**config.mk**
```make
export PLATFORM = sky130hd
export DESIGN_NAME = tetris_key_decoder_flat
export DESIGN_NICKNAME = d
export VERILOG_FILES = /design/src/rtl/tetris_key_decoder_pkg.sv /design/src/rtl/tetris_key_decoder_if.sv /design/src/rtl/tetris_key_decoder_timer.sv /design/src/rtl/tetris_key_decoder.sv /design/src/flat_wrapper.sv
export SDC_FILE = /design/constraint.sdc
export NUM_CORES = 1
export LEC_CHECK = 0
export CORE_UTILIZATION = 54
export CTS_CLUSTER_SIZE = 30
export DETAILED_ROUTE_END_ITERATION = 10
export PLACE_DENSITY_LB_ADDON = 0.08
export SLEW_MARGIN = 30
export SYNTH_ARGS = -nofsm -noshare
export SYNTH_HDL_FRONTEND = slang
export SYNTH_SLANG_ARGS = --single-unit
```
**constraint.sdc**
```tcl
create_clock -name CLOCK_50 -period 3.5 [get_ports CLOCK_50]
set_input_delay 0.7 -clock CLOCK_50 [delete_from_list [all_inputs] [get_ports CLOCK_50]]
set_output_delay 0.7 -clock CLOCK_50 [all_outputs]
set_load 0.1 [all_outputs]
```
**src/rtl/tetris_key_decoder_pkg.sv**
```systemverilog
// tetris_input_pkg: shared constants for the Tetris keyboard front end.
//   - PS/2 set-2 prefix bytes and the key codes the game reacts to
//   - prefix FSM state encoding
//   - key_e: internal key index, which is also the bit position of the key in
//     the decoder's held/command vectors
//   - decode_key(): maps an (extended?, code) pair to a key_e
package tetris_input_pkg;

  localparam logic [7:0] SC_EXT   = 8'hE0;
  localparam logic [7:0] SC_BRK   = 8'hF0;
  localparam logic [7:0] SC_LEFT  = 8'h6B;  // extended
  localparam logic [7:0] SC_RIGHT = 8'h74;  // extended
  localparam logic [7:0] SC_UP    = 8'h75;  // extended
  localparam logic [7:0] SC_DOWN  = 8'h72;  // extended
  localparam logic [7:0] SC_SPACE = 8'h29;
  localparam logic [7:0] SC_P     = 8'h4D;
  localparam logic [7:0] SC_ENTER = 8'h5A;

  localparam int NUM_KEYS = 7;

  typedef enum logic [1:0] {
    ST_IDLE    = 2'd0,
    ST_EXT     = 2'd1,
    ST_BRK     = 2'd2,
    ST_EXT_BRK = 2'd3
  } prefix_state_e;

  // Order matters: the low four indices form the external held port
  // {down, up, right, left}.
  typedef enum logic [2:0] {
    K_LEFT  = 3'd0,
    K_RIGHT = 3'd1,
    K_UP    = 3'd2,
    K_DOWN  = 3'd3,
    K_SPACE = 3'd4,
    K_P     = 3'd5,
    K_ENTER = 3'd6,
    K_NONE  = 3'd7
  } key_e;

  function automatic key_e decode_key(input logic ext, input logic [7:0] code);
    key_e k;
    k = K_NONE;
    if (ext) begin
      case (code)
        SC_LEFT:  k = K_LEFT;
        SC_RIGHT: k = K_RIGHT;
        SC_UP:    k = K_UP;
        SC_DOWN:  k = K_DOWN;
        default:  k = K_NONE;
      endcase
    end else begin
      case (code)
        SC_SPACE: k = K_SPACE;
        SC_P:     k = K_P;
        SC_ENTER: k = K_ENTER;
        default:  k = K_NONE;
      endcase
    end
    return k;
  endfunction

endpackage

```
**src/rtl/tetris_key_decoder_if.sv**
```systemverilog
// tetris_key_decoder_if: byte input and command outputs of the key decoder.
//   scan_code / scan_code_valid : PS/2 set-2 byte and its one-cycle strobe
//   cmd_*                        : one-cycle game command pulses
//   held                         : {down, up, right, left} held flags
// master = keyboard/game side, slave = decoder.
interface tetris_key_decoder_if;
  logic [7:0] scan_code;
  logic       scan_code_valid;
  logic       cmd_left;
  logic       cmd_right;
  logic       cmd_rotate;
  logic       cmd_soft_drop;
  logic       cmd_hard_drop;
  logic       cmd_pause;
  logic       cmd_start;
  logic [3:0] held;

  modport master (
    output scan_code, scan_code_valid,
    input  cmd_left, cmd_right, cmd_rotate, cmd_soft_drop,
    input  cmd_hard_drop, cmd_pause, cmd_start, held
  );

  modport slave (
    input  scan_code, scan_code_valid,
    output cmd_left, cmd_right, cmd_rotate, cmd_soft_drop,
    output cmd_hard_drop, cmd_pause, cmd_start, held
  );
endinterface

```
**src/rtl/tetris_key_decoder_timer.sv**
```systemverilog
// key_repeat_timer: auto-repeat tick generator for a held key.
//   CLOCK_50 / resetn : clock, synchronous active-low reset
//   start             : (re)arm the timer this cycle; never ticks on start
//   hold              : key held after this cycle's events; low clears it
//   tick              : combinational, high on the cycle a repeat is due
// After start, the first tick comes FIRST_DELAY cycles later, then one every
// PERIOD cycles while hold stays high.
module key_repeat_timer #(
  parameter int unsigned FIRST_DELAY = 10,
  parameter int unsigned PERIOD      = 4,
  parameter int unsigned CNT_W       = 4
) (
  input  logic CLOCK_50,
  input  logic resetn,
  input  logic start,
  input  logic hold,
  output logic tick
);

  localparam logic [CNT_W-1:0] FIRST_C  = CNT_W'(FIRST_DELAY);
  localparam logic [CNT_W-1:0] PERIOD_C = CNT_W'(PERIOD);

  // cnt_q == 0 means idle; otherwise it counts cycles since the last arm/tick,
  // starting at 1, so it never exceeds the active limit and cannot wrap.
  logic [CNT_W-1:0] cnt_q, cnt_d;
  logic             rep_q, rep_d;   // past the first delay, in periodic phase
  logic [CNT_W-1:0] limit;

  assign limit = rep_q ? PERIOD_C : FIRST_C;
  assign tick  = hold && !start && (cnt_q != '0) && (cnt_q == limit);

  always_comb begin
    cnt_d = cnt_q;
    rep_d = rep_q;
    if (!hold) begin
      cnt_d = '0;
      rep_d = 1'b0;
    end else if (start) begin
      cnt_d = CNT_W'(1);
      rep_d = 1'b0;
    end else if (tick) begin
      cnt_d = CNT_W'(1);
      rep_d = 1'b1;
    end else if (cnt_q != '0) begin
      cnt_d = cnt_q + CNT_W'(1);
    end
  end

  always_ff @(posedge CLOCK_50) begin
    if (!resetn) begin
      cnt_q <= '0;
      rep_q <= 1'b0;
    end else begin
      cnt_q <= cnt_d;
      rep_q <= rep_d;
    end
  end

endmodule

```
**src/rtl/tetris_key_decoder.sv**
```systemverilog
// tetris_key_decoder: PS/2 set-2 byte stream -> Tetris command pulses.
//   CLOCK_50 : clock
//   resetn   : synchronous active-low reset
//   kb       : slave side of tetris_key_decoder_if (bytes in, commands out)
// A prefix FSM turns bytes into make/release events, per-key held bits
// suppress typematic repeats, and two key_repeat_timer instances produce
// horizontal DAS/ARR and soft-drop repeats. All outputs are registered, so a
// press pulses its command on the cycle after the strobe.
module tetris_key_decoder
  import tetris_input_pkg::*;
#(
  parameter int unsigned DAS_DELAY   = 7_500_000,
  parameter int unsigned ARR_PERIOD  = 2_500_000,
  parameter int unsigned SOFT_PERIOD = 2_500_000
) (
  input logic                  CLOCK_50,
  input logic                  resetn,
  tetris_key_decoder_if.slave  kb
);

  localparam int unsigned MAX_A = (DAS_DELAY > ARR_PERIOD) ? DAS_DELAY : ARR_PERIOD;
  localparam int unsigned MAX_P = (MAX_A > SOFT_PERIOD) ? MAX_A : SOFT_PERIOD;
  localparam int unsigned CNT_W = $clog2(MAX_P + 1);

  prefix_state_e         state_q, state_d;
  logic [NUM_KEYS-1:0]   held_q, held_d;
  logic [NUM_KEYS-1:0]   cmd_q, cmd_d;
  logic                  owner_q, owner_d;   // horizontal repeat owner: 0 left, 1 right

  logic                  ev_make, ev_brk, ev_ext;
  key_e                  key;
  logic [NUM_KEYS-1:0]   make_v, brk_v, press_v;
  logic                  h_start, h_hold, h_tick;
  logic                  s_start, s_hold, s_tick;

  always_comb begin
    state_d = state_q;
    ev_make = 1'b0;
    ev_brk  = 1'b0;
    ev_ext  = 1'b0;
    if (kb.scan_code_valid) begin
      unique case (state_q)
        ST_IDLE: begin
          if (kb.scan_code == SC_EXT)      state_d = ST_EXT;
          else if (kb.scan_code == SC_BRK) state_d = ST_BRK;
          else                             ev_make = 1'b1;
        end
        ST_EXT: begin
          if (kb.scan_code == SC_BRK)      state_d = ST_EXT_BRK;
          else if (kb.scan_code == SC_EXT) state_d = ST_EXT;
          else begin
            ev_make = 1'b1;
            ev_ext  = 1'b1;
            state_d = ST_IDLE;
          end
        end
        ST_BRK: begin
          ev_brk  = 1'b1;
          state_d = ST_IDLE;
        end
        ST_EXT_BRK: begin
          ev_brk  = 1'b1;
          ev_ext  = 1'b1;
          state_d = ST_IDLE;
        end
      endcase
    end

    key    = decode_key(ev_ext, kb.scan_code);
    make_v = '0;
    brk_v  = '0;
    if (key != K_NONE) begin
      if (ev_make) make_v = NUM_KEYS'(1) << key;
      if (ev_brk)  brk_v  = NUM_KEYS'(1) << key;
    end

    // Only a make of a key not already held counts as a press.
    press_v = make_v & ~held_q;
    held_d  = (held_q | make_v) & ~brk_v;

    // Horizontal ownership: a new press takes the timer; releasing the owner
    // hands it to the other direction if that one is still down.
    owner_d = owner_q;
    h_start = 1'b0;
    if (press_v[K_LEFT]) begin
      owner_d = 1'b0;
      h_start = 1'b1;
    end else if (press_v[K_RIGHT]) begin
      owner_d = 1'b1;
      h_start = 1'b1;
    end else if (brk_v[K_LEFT] && !owner_q && held_q[K_RIGHT]) begin
      owner_d = 1'b1;
      h_start = 1'b1;
    end else if (brk_v[K_RIGHT] && owner_q && held_q[K_LEFT]) begin
      owner_d = 1'b0;
      h_start = 1'b1;
    end
    // Hold uses next-state flags so a release cancels a repeat due that cycle.
    h_hold  = owner_d ? held_d[K_RIGHT] : held_d[K_LEFT];
    s_start = press_v[K_DOWN];
    s_hold  = held_d[K_DOWN];

    // Timers never tick on a start cycle, so owner_q is the live owner here.
    cmd_d          = press_v;
    cmd_d[K_LEFT]  = cmd_d[K_LEFT]  | (h_tick & ~owner_q);
    cmd_d[K_RIGHT] = cmd_d[K_RIGHT] | (h_tick & owner_q);
    cmd_d[K_DOWN]  = cmd_d[K_DOWN]  | s_tick;
  end

  key_repeat_timer #(
    .FIRST_DELAY (DAS_DELAY),
    .PERIOD      (ARR_PERIOD),
    .CNT_W       (CNT_W)
  ) u_horiz_timer (
    .CLOCK_50 (CLOCK_50),
    .resetn   (resetn),
    .start    (h_start),
    .hold     (h_hold),
    .tick     (h_tick)
  );

  key_repeat_timer #(
    .FIRST_DELAY (SOFT_PERIOD),
    .PERIOD      (SOFT_PERIOD),
    .CNT_W       (CNT_W)
  ) u_soft_timer (
    .CLOCK_50 (CLOCK_50),
    .resetn   (resetn),
    .start    (s_start),
    .hold     (s_hold),
    .tick     (s_tick)
  );

  always_ff @(posedge CLOCK_50) begin
    if (!resetn) begin
      state_q <= ST_IDLE;
      held_q  <= '0;
      cmd_q   <= '0;
      owner_q <= 1'b0;
    end else begin
      state_q <= state_d;
      held_q  <= held_d;
      cmd_q   <= cmd_d;
      owner_q <= owner_d;
    end
  end

  assign kb.cmd_left      = cmd_q[K_LEFT];
  assign kb.cmd_right     = cmd_q[K_RIGHT];
  assign kb.cmd_rotate    = cmd_q[K_UP];
  assign kb.cmd_soft_drop = cmd_q[K_DOWN];
  assign kb.cmd_hard_drop = cmd_q[K_SPACE];
  assign kb.cmd_pause     = cmd_q[K_P];
  assign kb.cmd_start     = cmd_q[K_ENTER];
  assign kb.held          = held_q[3:0];

endmodule

```
**src/flat_wrapper.sv**
```systemverilog
// flat-port wrapper written by rule: the top's interface ports become plain ports
module tetris_key_decoder_flat import tetris_input_pkg::*;
#(
  parameter int unsigned DAS_DELAY   = 7_500_000,
  parameter int unsigned ARR_PERIOD  = 2_500_000,
  parameter int unsigned SOFT_PERIOD = 2_500_000
)
  (CLOCK_50, resetn, kb_scan_code, kb_scan_code_valid, kb_cmd_left, kb_cmd_right, kb_cmd_rotate, kb_cmd_soft_drop, kb_cmd_hard_drop, kb_cmd_pause, kb_cmd_start, kb_held);
  tetris_key_decoder_if kb_i ();
  input logic CLOCK_50;
  input logic resetn;
  input wire logic [$bits(kb_i.scan_code)-1:0] kb_scan_code;
  input wire logic [$bits(kb_i.scan_code_valid)-1:0] kb_scan_code_valid;
  output wire logic [$bits(kb_i.cmd_left)-1:0] kb_cmd_left;
  output wire logic [$bits(kb_i.cmd_right)-1:0] kb_cmd_right;
  output wire logic [$bits(kb_i.cmd_rotate)-1:0] kb_cmd_rotate;
  output wire logic [$bits(kb_i.cmd_soft_drop)-1:0] kb_cmd_soft_drop;
  output wire logic [$bits(kb_i.cmd_hard_drop)-1:0] kb_cmd_hard_drop;
  output wire logic [$bits(kb_i.cmd_pause)-1:0] kb_cmd_pause;
  output wire logic [$bits(kb_i.cmd_start)-1:0] kb_cmd_start;
  output wire logic [$bits(kb_i.held)-1:0] kb_held;
  assign kb_i.scan_code = kb_scan_code;
  assign kb_i.scan_code_valid = kb_scan_code_valid;
  assign kb_cmd_left = kb_i.cmd_left;
  assign kb_cmd_right = kb_i.cmd_right;
  assign kb_cmd_rotate = kb_i.cmd_rotate;
  assign kb_cmd_soft_drop = kb_i.cmd_soft_drop;
  assign kb_cmd_hard_drop = kb_i.cmd_hard_drop;
  assign kb_cmd_pause = kb_i.cmd_pause;
  assign kb_cmd_start = kb_i.cmd_start;
  assign kb_held = kb_i.held;
  tetris_key_decoder #(.DAS_DELAY(DAS_DELAY), .ARR_PERIOD(ARR_PERIOD), .SOFT_PERIOD(SOFT_PERIOD)) u_core (.CLOCK_50(CLOCK_50), .resetn(resetn), .kb(kb_i));
endmodule
```
==> flow_summary.ini, run 1 <==
[sta]
finalHoldViolCount = 0
period_share_pct = 80.67
finalSetupViolCount = 0
skew_ps = 4.948
setup_slack_ps = 676.6
slew_violations = 0
clock.fmax_mhz = 354.2
fin_tns_setup_ps = 0
hold_slack_ps = 427.6
grt_setup_unrepaired = no
maxSlewHeadroom_pct = 34.60
worst_slew_pin_slew_ps = 977.9
period_minus_slack_ps = 2823

[global_routing]
grt_pass1_vias = 2833
antenna_found_initial = 0
overflow = 0
track_usage_pct = 24.27
grt_max_degree = 25
grt_pass1_wl_um = 12430

[critical_path]
timing.rr.end = u_core.u_horiz_timer.cnt_q[8]
rrSetupSlack_ps = 1340
crit_cells = 7
crit_chain = clkdlybuf4s50_1 > nor4b_1 > nand3_1 > o21ai_0 > mux2i_1 > nand3_2 > nor2_1
r2r_cells = 6
cp_max_fo = 15
cp_num_buf_inv = 1
critPathSlowestCell = clkdlybuf4s50_1
critPathTopFamily = simple AND/OR/NAND/NOR gates
reg2reg_from = u_core.state_q[0]
criticalPathCategory = input pin to flop
max_stage_delay_ps = 520
cp.required_ps = 3760
cp.arrival_ps = 3080
startpoint_type = input pin
end_kind = flop

[floorplanning]
die_h_um = 81.20
rows = 28
core_sq_um = 5991
initial_core_util_pct = 56.54
io_pins = 22
die_width_um = 81.20
die-area_sq_um = 6593

[cts]
clkSinkCount = 64
cts-root-buf = clkbuf_8
post_cts_buffers = 0
cts_buffers = 9
ctsResizeCount = 0
clockBufferDepth = 2
path_clk_slew_ps = 60
cts_max_level = 3
cts_hold_buf = 0
clk_latency_ps = 330
cts_tree = yes

[logic_synthesis]
syn_area_per_cell_sq_um = 8.322
synthCells = 407
synth_edf_count = 0
synth_nets = 422
synth-seq-cells = 64
yosysUniqueCellTypes = 55
syn_area_sq_um = 3387
synthArstFlopShare_pct = 0
synth_flop_cell = dfxtp_1
yosysWarnings = 0
synth_seq_area_share_pct = 37.83

[run]
drv_cap = 0

[worst_hold_path]
whs_endpoint = u_core.cmd_q[5]
whs_path_depth = 1
hold_start = u_core.held_q[5]
hold_class = flop to flop

[detailed_routing]
viasPerCell = 5.803
routedWlPerCell_um = 14.33
wl_um = 7337
drtPass1Iterations = 5
num_vias = 2971
drc = 0
postRouteAntennaNets = 0
drt_iter0_drc = 136

[finish]
fillers = 522
drive_gt1_share_pct = 8.467
final_cell_count_no_fill = 512
syn2layout_area_growth_pct = 15.18
nets = 447
n_antenna_cell = 0

[placed_design]
gp_congestion = 0.9220
io_buffers = 21
dp.cells = 496
post-place-ws_ps = 349.6
hpwl_um = 5353

[pwr]
peakVddDrop_uv = 306.9
power_density_nw_per_um2 = 377.2
p_leak_nw = 1.238

[outcome]
status = finished clean
## placed cells by master (no fill, tap or decap), types with 3 or more instances in the layout
master,synthesis,routed
a211oi_1,3,3
a21oi_1,9,9
a31oi_1,4,4
and2_1,4,4
and3_1,8,8
and4b_1,3,3
buf_4,7,7
clkbuf_1,8,3
clkbuf_8,0,10
clkdlybuf4s50_1,0,21
dfxtp_1,64,64
ha_1,4,4
inv_1,10,10
mux2i_1,3,3
nand2_1,35,35
nand3_1,26,26
nand4_1,17,17
nand4b_1,3,3
nor2_1,51,51
nor2b_1,5,5
nor3_1,20,20
nor3b_1,3,3
nor4_1,24,23
o21ai_0,8,8
or2_2,3,3
or3_1,3,3
xnor2_1,18,18
xor2_1,23,23
## worst reg2reg max path: cells and delay by family, from the launching register on
| family | cells | cell delay, ps |
|---|---|---|
| muxes | 1 | 360 |
| DFF | 1 | 450 |
| AOI/OAI and AO/OA | 1 | 300 |
| and+or+nand+nor | 4 | 990 |
## per-layer routing
layer  share of wire (%)  GRT usage, %  wire length (um)  vias up
met5                   0             0                 0        -
li1                    -             -                 -     1517
met2                  48         41.68              3535       40
met4                0.91         8.571                67        0
met1                  48         30.29              3491     1406
met3                 3.3         4.270               243        8
## metrics by stage
step / area, sq um / utilization, % / power, mW
2_1_floorplan: 3387 / - / 0.7746
3_3_place_gp: 3687 / 61.55 / 0.8003
3_5_place_dp: 3687 / 61.55 / 0.8006
4_1_cts: 3901 / 65.12 / 1.488
5_1_grt: 3901 / 65.12 / 1.524
6_report: 3901 / 65.12 / 1.472
## state kept, by name (all words and copies together) (netlist names)
signal                      flops
u_core.u_soft_timer.cnt_q      23
u_core.owner_q                  1
u_core.u_horiz_timer.cnt_q     23
u_core.held_q                   7
u_core.cmd_q                    7
u_core.u_horiz_timer.rep_q      1
u_core.state_q                  2
## cell type report
cell class	count	area [sq um]	area share, %
Tap cell	75	93.84	2.405
Clock buffer	13	148.9	3.817
Inverter	12	45.04	1.155
Clock inverter	3	65.06	1.668
Sequential cell	64	1281	32.84
Multi-Input combinational cell	316	1984	50.87
Timing Repair Buffer	29	282.8	7.248
## cell usage after synthesis, types with 3 or more instances
| library cell | n | share of area, % |
|---|---|---|
| and3_1 | 8 | 1.5 |
| a211oi_1 | 3 | 0.66 |
| nor3_1 | 20 | 3.0 |
| nand3_1 | 26 | 3.8 |
| xnor2_1 | 18 | 4.7 |
| xor2_1 | 23 | 5.9 |
| a21oi_1 | 9 | 1.3 |
| ha_1 | 4 | 1.5 |
| nor2_1 | 51 | 5.7 |
| buf_4 | 7 | 1.6 |
| and4b_1 | 3 | 0.89 |
| inv_1 | 10 | 1.1 |
| nand4_1 | 17 | 3.1 |
| or2_2 | 3 | 0.55 |
| clkbuf_1 | 8 | 0.89 |
| mux2i_1 | 3 | 0.89 |
| nor3b_1 | 3 | 0.66 |
| and2_1 | 4 | 0.74 |
| or3_1 | 3 | 0.55 |
| nor2b_1 | 5 | 0.92 |
| dfxtp_1 | 64 | 38 |
| nand2_1 | 35 | 3.9 |
| nor4_1 | 24 | 4.4 |
| nand4b_1 | 3 | 0.78 |
| o21ai_0 | 8 | 1.2 |
| a31oi_1 | 4 | 0.74 |
## where the power goes
group          internal, mW  switching (mW)  leakage, nW
clock network         0.421           0.266        0.108
logic                0.0240          0.0311        0.615
registers             0.729        0.000911        0.515
total                  1.17           0.298         1.24
## how the worst max path moves through the flow
stage                                from                        endpoint
after floorplan           kb_scan_code[1]    u_core.u_soft_timer.cnt_q[3]
after global placement    kb_scan_code[1]                 u_core.cmd_q[3]
after detailed placement  kb_scan_code[0]  u_core.u_horiz_timer.cnt_q[18]
after CTS                 kb_scan_code[0]  u_core.u_horiz_timer.cnt_q[18]
after global routing      kb_scan_code[0]  u_core.u_horiz_timer.cnt_q[13]
final                     kb_scan_code[0]   u_core.u_horiz_timer.cnt_q[8]
## cell families (layout without fill, tap and decap cells)
| family | Yosys count | after routing | synth area share, % |
|---|---|---|---|
| muxes | 5 | 5 | 1.552 |
| AOI/OAI and AO/OA | 47 | 47 | 10.75 |
| DFF | 64 | 64 | 37.83 |
| buffers and inverters | 27 | 57 | 3.768 |
| xor gates and xnor gates | 41 | 41 | 10.60 |
| and+or+nand+nor | 219 | 219 | 34.02 |
| adders and majority gates | 4 | 4 | 1.478 |
Power figures use the tool's default switching activity.
==> inputs of run 2 (changes only) <==
CORE_UTILIZATION = 53   (was 54)
clock period = 2.3 ns   (was 3.5 ns; I/O delays follow)
==> flow_summary.ini, run 2 (same netlist as run 1, synthesis figures left out) <==
[global_routing]
grt_pass1_wl_um = 13170
grt_pass1_vias = 2980
grt_max_degree = 25
track_usage_pct = 25.74
antenna_found_initial = 0
overflow = 0

[sta]
clock.fmax_mhz = 447.4
setup_slack_ps = 64.87
slew_violations = 0
skew_ps = 9.889
period_minus_slack_ps = 2235
finalSetupViolCount = 0
maxSlewHeadroom_pct = 64.18
grt_setup_unrepaired = no
finalHoldViolCount = 0
period_share_pct = 97.18
worst_slew_pin_slew_ps = 533.2

[placed_design]
io_buffers = 21
post-place-ws_ps = -499.9
hpwl_um = 5781
gp_congestion = 0.8794

[finish]
top_regs = u_core.u_horiz_timer.cnt_q (23), u_core.u_soft_timer.cnt_q (23)
nets = 493
multi_input_area_sq_um = 2042
layout_commonest_cell = dfxtp_1
fillers = 480
n_antenna_cell = 0
drive_gt1_share_pct = 22.34
mostFrequentLayoutCells = dfxtp_1, buf_4, nor2_1
regArea_sq_um = 1281
syn2layout_area_growth_pct = 26.60

[detailed_routing]
drc = 0
routedWlPerCell_um = 14.84
num_vias = 3166
wl_um = 8223
viasPerCell = 5.715
drtPass1Iterations = 5
drt_iter0_drc = 158
postRouteAntennaNets = 0

[cts]
cts_max_level = 3
cts_hold_buf = 0
cts_buffers = 9
clockBufferDepth = 2
clkSinkCount = 64
clk_latency_ps = 350
path_clk_slew_ps = 60
cts_tree = yes
cts-root-buf = clkbuf_8

[critical_path]
cp_num_buf_inv = 2
cp.required_ps = 2580
crit_chain = clkdlybuf4s50_1 > and4b_2 > and3_1 > a21boi_2 > o21ai_2 > buf_4 > or4_4 > a21oi_2
criticalPathCategory = input pin to flop
cp_max_fo = 5
max_stage_delay_ps = 490
cp.arrival_ps = 2510
critPathTopFamily = simple AND/OR/NAND/NOR gates
critPathSlowestCell = or4_4
startpoint_type = input pin
end_kind = flop

[floorplanning]
die-area_sq_um = 6714
core_sq_um = 6026
initial_core_util_pct = 56.21
rows = 28
io_pins = 22
die_h_um = 81.94
die_width_um = 81.94

[pwr]
peakVddDrop_uv = 420.2
p_leak_nw = 1.525
power_density_nw_per_um2 = 509.9
total_power_mw = 2.187

[outcome]
status = finished clean

[worst_hold_path]
hold_class = flop to flop

[run]
drv_cap = 0
==> run 2: cell types whose count changed in the layout (fill, tap and decap cells not counted), sizes merged <==
cell and delta:
dlygate4sd2 +3, dlymetal6s2s +4, clkdlybuf4s50 -18, bufinv -1
clkbuf -1, clkinv -1, buf +56
==> run 2: where the power goes <==
part           internal (mW)  leakage, nW  switching, mW
sequential              1.11        0.515       0.000488
clock                  0.536       0.0932          0.412
combinational         0.0671        0.916         0.0622
==> run 2: final timing paths <==
kind	endpoint	slack, ps	cells after the start	startpoint
worst max-delay path	u_core.u_soft_timer.cnt_q[0]	60	8	kb_scan_code[6]
worst min-delay path	u_core.cmd_q[4]	430	1	u_core.held_q[4]
worst max register to register	u_core.u_soft_timer.cnt_q[0]	360	7	u_core.state_q[0]
worst min register to register	u_core.cmd_q[4]	430	1	u_core.held_q[4]
==> run 2: per-layer routing <==
layer,GRT usage [%],vias up,part of all wire [%]
met2,43.47,62,47
met1,30.51,1479,47
li1,-,1609,-
met3,6.333,16,4.2
met5,0,-,0
met4,11.75,0,1.7
==> run 2: area by class of cell <==
type / count / area share [%]
inverter: 12 / 1.050
sequential: 64 / 29.88
tap: 75 / 2.189
multi-input combinational: 316 / 47.62
clock buffer: 11 / 3.531
clock inverter: 1 / 0.7003
timing repair buffer: 75 / 15.03
==> run 2: through the flow <==
stage          setup TNS [ps]  utilization [%]  area, sq um  hold WS (ps)  std cells
2_1_floorplan               0                -         3387         398.7        407
3_3_place_gp           -24190            66.30         3995         414.8        539
3_5_place_dp           -23610            66.30         3995         417.3        539
4_1_cts                     0            69.54         4190         429.2        551
5_1_grt                     0            71.16         4288         445.3        554
6_report                    0            71.16         4288         429.8        554
==> run 2: what timing repair did <==
item	CTS	global route
gates resized for setup	11	15
buffers inserted	0	1
pin swaps	4	6
gates cloned	0	2
endpoints found under the setup margin	45	53
==> inputs of run 3 (changes only) <==
SLEW_MARGIN = 20   (was 30)
==> results of run 3 <==
Same layout as run 2: the final DEF is identical, and so are final timing and power.
